$ cat src/rtl/fft_sdf_stage_ctrl.sv
// Sequencer for one radix-2 SDF FFT stage: counts accepted samples, selects the
// butterfly mode, addresses the twiddle ROM and drains the delay line on flush.
module fft_sdf_stage_ctrl #(
  parameter int unsigned DELAY = 128,
  parameter int unsigned CNT_W = 8,
  parameter int unsigned FRM_W = 16
) (
  input  logic             clk,
  input  logic             rst_n,
  input  logic             in_valid,
  output logic             in_ready,
  input  logic             flush,
  output logic [1:0]       phase,
  output logic [CNT_W-1:0] tw_addr,
  output logic             tw_en,
  output logic             out_valid,
  output logic             frame_done,
  output logic [FRM_W-1:0] frame_cnt,
  output logic             busy
);

  localparam logic [CNT_W-1:0] CntMax = CNT_W'(DELAY - 1);

  typedef enum logic [1:0] {
    StFill  = 2'd0,
    StBfly  = 2'd1,
    StTwid  = 2'd2,
    StFlush = 2'd3
  } state_e;

  state_e           state_q, state_d;
  logic [CNT_W-1:0] cnt_q, cnt_d;
  logic             flush_pend_q, flush_pend_d;
  logic [FRM_W-1:0] frame_cnt_q, frame_cnt_d;
  logic             accept;
  logic             cnt_last;

  assign cnt_last  = (cnt_q == CntMax);
  assign frame_cnt = frame_cnt_q;
  assign busy      = !((state_q == StFill) && (cnt_q == '0));

  // Next-state decode and zero-latency output decode.
  always_comb begin
    state_d      = state_q;
    cnt_d        = cnt_q;
    flush_pend_d = flush_pend_q | flush;
    in_ready     = (state_q != StFlush);
    accept       = in_valid & in_ready;
    phase        = 2'd0;
    tw_addr      = '0;
    tw_en        = 1'b0;
    out_valid    = 1'b0;
    frame_done   = 1'b0;

    unique case (state_q)
      StFill: begin
        // Nothing in flight yet, so there is nothing to drain.
        if (cnt_q == '0) flush_pend_d = 1'b0;
        if (accept) begin
          if (cnt_last) begin
            cnt_d   = '0;
            state_d = StBfly;
          end else begin
            cnt_d = cnt_q + CNT_W'(1);
          end
        end
      end
      StBfly: begin
        phase     = 2'd1;
        out_valid = accept;
        if (accept) begin
          if (cnt_last) begin
            cnt_d = '0;
            if (flush_pend_q | flush) begin
              state_d      = StFlush;
              flush_pend_d = 1'b0;
            end else begin
              state_d = StTwid;
            end
          end else begin
            cnt_d = cnt_q + CNT_W'(1);
          end
        end
      end
      StTwid: begin
        phase     = 2'd2;
        tw_en     = 1'b1;
        tw_addr   = cnt_q;
        out_valid = accept;
        if (accept) begin
          if (cnt_last) begin
            frame_done = 1'b1;
            cnt_d      = '0;
            state_d    = StBfly;
          end else begin
            cnt_d = cnt_q + CNT_W'(1);
          end
        end
      end
      StFlush: begin
        // Self-timed drain: advances every cycle regardless of in_valid.
        phase     = 2'd2;
        tw_en     = 1'b1;
        tw_addr   = cnt_q;
        out_valid = 1'b1;
        if (cnt_last) begin
          frame_done   = 1'b1;
          flush_pend_d = 1'b0;
          cnt_d        = '0;
          state_d      = StFill;
        end else begin
          cnt_d = cnt_q + CNT_W'(1);
        end
      end
    endcase

    frame_cnt_d = frame_done ? frame_cnt_q + FRM_W'(1) : frame_cnt_q;
  end

  // State, counters and pending-flush flag.
  always_ff @(posedge clk or negedge rst_n) begin
    if (!rst_n) begin
      state_q      <= StFill;
      cnt_q        <= '0;
      flush_pend_q <= 1'b0;
      frame_cnt_q  <= '0;
    end else begin
      state_q      <= state_d;
      cnt_q        <= cnt_d;
      flush_pend_q <= flush_pend_d;
      frame_cnt_q  <= frame_cnt_d;
    end
  end

endmodule

$ cat config.mk
export PLATFORM = sky130hd
export DESIGN_NAME = fft_sdf_stage_ctrl
export DESIGN_NICKNAME = d
export VERILOG_FILES = /design/src/rtl/fft_sdf_stage_ctrl.sv
export SDC_FILE = /design/constraint.sdc
export NUM_CORES = 1
export LEC_CHECK = 0
export BUFFER_PORTS_ARGS = -buffer_cell sky130_fd_sc_hd__buf_4
export CAP_MARGIN = 10
export CORE_AREA = 5 5 64 66
export CTS_CLUSTER_DIAMETER = 50
export DETAILED_ROUTE_END_ITERATION = 6
export DIE_AREA = 0 0 69 71
export GPL_ROUTABILITY_DRIVEN = 0
export PLACE_DENSITY = 0.64
export SETUP_SLACK_MARGIN = 0.05
export SYNTH_ARGS = -nofsm -noshare
export SYNTH_HDL_FRONTEND = slang
export SYNTH_SLANG_ARGS = --single-unit
$ cat constraint.sdc
create_clock -name clk -period 2.8 [get_ports clk]
set_input_delay 0.42 -clock clk [delete_from_list [all_inputs] [get_ports clk]]
set_output_delay 0.42 -clock clk [all_outputs]
set_load 0.01 [all_outputs]
Word level (Yosys, flattened, before mapping)
Index checks and enable logic that the tools add are counted.
- register bits: 27
- bits of input ports: 4
- logic and storage cells: 49
- add/sub/neg operators: 2
- equal/unequal tests: 11
- muxes and demuxes: 21
- bitwise operators: 2
- reductions and logical operators: 9
- operators with widths (cell ; count):
    two-way mux 8 bit ; 3
    adder 16 x 1 -> 16 bit (second input constant) ; 1
    case mux 8 bit (2 select lines) ; 1
    two-way mux 2 bit ; 5
    adder 8 x 1 -> 8 bit (second input constant) ; 1
    equality test 8 x 7 -> 1 bit (second input constant) ; 1
    logical NOT 8 bit ; 1
    inequality test 2 bit (second input constant) ; 4
    two-way mux 1 bit ; 7
    inequality test 2 x 1 -> 1 bit (second input constant) ; 3
    case mux 2 bit (3 select lines) ; 1
    OR reduction 2 bit ; 3
    AND reduction 5 bit ; 1
    equality test 2 bit (second input constant) ; 2
    case mux 1 bit (2 select lines) ; 2
    case mux 2 bit (2 select lines) ; 1
    case mux 1 bit (3 select lines) ; 1
    OR reduction 3 bit ; 1
    equality test 2 x 1 -> 1 bit (second input constant) ; 1
    logical NOT 2 bit ; 1
    AND 1 bit ; 1
    logical AND 1 bit ; 1
    logical NOT 1 bit ; 1
    bitwise OR 1 bit ; 1

Logic depth before layout (Yosys ltp)
- word-level depth: 5
- depth in mapped cells: 6
- gate-level depth less buffers: 6

Worst setup path after synthesis
No wires, ideal clock.
- kind: reg-to-output
- start: reg cnt_q[0]
- end: out busy
- arrival: 1.502 ns
- setup slack: 0.878 ns
- stages on the path, launching flop included: 6
- path through: dfrtp_1 -> inv_1 -> ha_1 -> or4b_2 -> nor4_1 -> nand2_1
- word-level cells in the longest chain between the ends: 3
- ends and longest elaborated chain (what ; line ; source):
    from (decl) ; 32 ; logic [CNT_W-1:0] cnt_q, cnt_d;
    from (signal assigned) ; 129 ; cnt_q <= cnt_d;
    logical NOT 8 bit ; 40 ; assign busy = !((state_q == StFill) && (cnt_q == '0));
    logical AND 1 bit ; 40 ;
    logical NOT 1 bit ; 40 ;
    to (decl) ; 19 ; output logic busy
Every way passes these cells.

Final worst setup path
Ends and elaborated chain as after synthesis.

==> impl_metrics.tcl <==
set metrics [dict create \
    status "complete, no violations" \
    grt_usage_pct 13.4 \
    root_buffer "clkbuf_4" \
    r2r_slack_ns 0.85 \
    synth_top_area_share_pct 45.6 \
    cp_slowest_cell "or4b_2" \
    ys.flop_type "dfrtp_1" \
    async_reset_ff_share_pct 100 \
    fin_tns_setup_ns 0 \
    synthTopCellsByCount "27 x dfrtp_1, 15 x xnor2_1, 14 x nor2_1" \
    final_design_area_no_fill_um2 1810 \
    drive_gt1_share_pct 26.4 \
    cts_num_sinks 27 \
    maxCapViolations 0 \
    power.density_nw_per_um2 441 \
    h-tree-depth 1 \
    hpwl_mm 2.35 \
    synth-edff-count 0 \
    synth_top_cell_by_area "dfrtp_1" \
    max_freq_mhz 390 \
    hp-class "primary input to flop" \
    wl_met3_um 148 \
    required_ns 2.38 \
    hold_viol_final 0 \
    vias 1151 \
    skew_ns 0.00216 \
    synthTopCellsByArea "dfrtp_1 46%, xnor2_1 8.9%, ha_1 5.9%" \
    antenna_found_initial 0 \
    synth.most_common_cell "dfrtp_1" \
    max_slew.worst_pin.slew_ns 0.678 \
    ys_ff_latch 27 \
    die_h_um 71 \
    nNetsFinal 190 \
    finalSetupViolCount 0 \
    drt_iter0_drc 38 \
    drc 0 \
    syn-cell-area_um2 1480 \
    pre_cts_ws_ns 0.632 \
    grt_max_degree 28 \
    routed_via_density 5.09 \
    firstDrtPassIters 4 \
    clk_latency_ns 0.32 \
    initial_core_util_pct 42.0 \
    worstSetupStartpointType "flop" \
    io_pins 35 \
    rsz0062_at_grt "no" \
    synth_area_per_cell_um2 10.4 \
    syn2layout_area_growth_pct 22.5 \
    fin_worst_hold_slack_ns 0.379 \
    met2WireLength_mm 1.54 \
    slew_violations 0 \
    clk_pin_slew_ns 0.15 \
    wl_mm 3.18 \
    core_region_area_um2 3520 \
    grt_pass1_vias 1180 \
    fin_ws_ns 0.239 \
    die_area_um2 4900 \
    ys_types 33 \
    syn_nets 154 \
    n_fill_cell 346 \
    utilization_pct 51.5 \
    top_layer_used "met4" \
    num_rows 22 \
    min_period_ns 2.56 \
    clock_path_buffers 2 \
    ant_nets 0 \
    avgRoutedWirePerCell_um 14.1 \
    synth_warnings 0 \
    path_class "flop to output pin" \
    cts_buffers 3 \
    path_max_fanout 5 \
    path_cells "inv_1 -> ha_1 -> or4b_2 -> nor4_1 -> nand2_1 -> buf_4" \
    grt_pass1_wl_mm 5.50 \
    critPathMaxStageDelay_ns 0.58 \
    leakage_nw 0.921 \
    die_x_um 69 \
    place_area_um2 1770 \
    worstPathArrival_ns 2.14 \
    n_antenna_cell 0 \
    relSlewSlack_pct 54.4 \
    synth-seq-area-share_pct 45.6 \
    io_buffers 34 \
    cts_setup_buffers 0 \
    period_share_pct 91.5 \
    endpoint_kind "output pin" \
    ir_drop_mv 0.278 \
    gr-total-overflow 0 \
    cts_tree "yes" \
    wl_met1_mm 1.48 \
    synthCells 143 \
]
where the power goes:
group / internal (mW) / total, mW / switching, mW
logic: 0.0606 / 0.122 / 0.0609
clock network: 0.0558 / 0.172 / 0.116
registers: 0.432 / 0.505 / 0.0732
total: 0.548 / 0.799 / 0.251
worst max-delay path: cells and delay by family, from the launching register on:
kind | cells | cell delay (ns)
fa+ha+maj | 1 | 0.14
simple gates | 3 | 0.96
flops | 1 | 0.46
buf+inv | 2 | 0.25
cell type report:
class | count | area [um^2] | area share, %
clock buffers | 4 | 26.3 | 1.45
repair buffers | 35 | 265 | 14.6
inverters | 8 | 30.0 | 1.66
well taps | 48 | 60.1 | 3.31
flip-flops and latches | 27 | 676 | 37.3
multi-input cells | 104 | 756 | 41.7
what timing repair did:
action / 4_1_cts / 5_1_grt
endpoints found under the setup margin: 0 / 1
endpoints found under the hold margin: 27 / 0
gates resized for setup: 0 / 1
hold buffers: 1 / 0
per-stage QoR:
stage,std cells,power (mW)
2_1_floorplan,143,0.580
3_3_place_gp,221,0.626
3_5_place_dp,221,0.633
6_report,226,0.799
4_1_cts,226,0.806
5_1_grt,226,0.845
final timing paths:
check / cells past startpoint / start / to
worst max-delay path: 6 / cnt_q[0] / busy
worst min-delay path: 3 / flush / flush_pend_q
worst max register to register: 4 / state_q[0] / frame_cnt[1]
worst min register to register: 1 / frame_cnt[15] / frame_cnt[15]
max in group asynchronous: 2 / rst_n / frame_cnt[5]
min in group asynchronous: 2 / rst_n / frame_cnt[2]
state kept, by name, indices dropped and copies added, names as in the netlist:
signal	flops
flush_pend_q	1
frame_cnt	16
state_q	2
cnt_q	8
metal layers:
layer / vias up / global-route usage [%]
met5: - / 0
met4: 0 / 3.90
met3: 2 / 2.70
met2: 29 / 23.5
met1: 551 / 16.5
li1: 569 / -
placed cells by master, fill, tap and decap left out, drive strengths merged, types with 2 or more instances in the layout:
cell type and instances:
a21oi 4, and2 7, and3 7, buf 34
clkbuf 4, dfrtp 27, ha 7, inv 8
mux2 2, nand2 8, nand3 8, nand4 5
nor2 14, nor4 4, nor4b 2, o2111ai 2
o21ai 4, xnor2 15, xor2 5
cells by family (layout without fill, tap and decap cells):
logic type | after synthesis | count (layout) | synth area share, %
and+or+nand+nor | 61 | 61 | 25.0
DFF | 27 | 27 | 45.6
xor gates and xnor gates | 20 | 20 | 11.8
AOI/OAI and AO/OA | 13 | 13 | 5.92
buffers and inverters | 12 | 47 | 3.47
adders and majority gates | 7 | 7 | 5.92
muxes | 3 | 3 | 2.20
(Power assumes the default switching activity.)
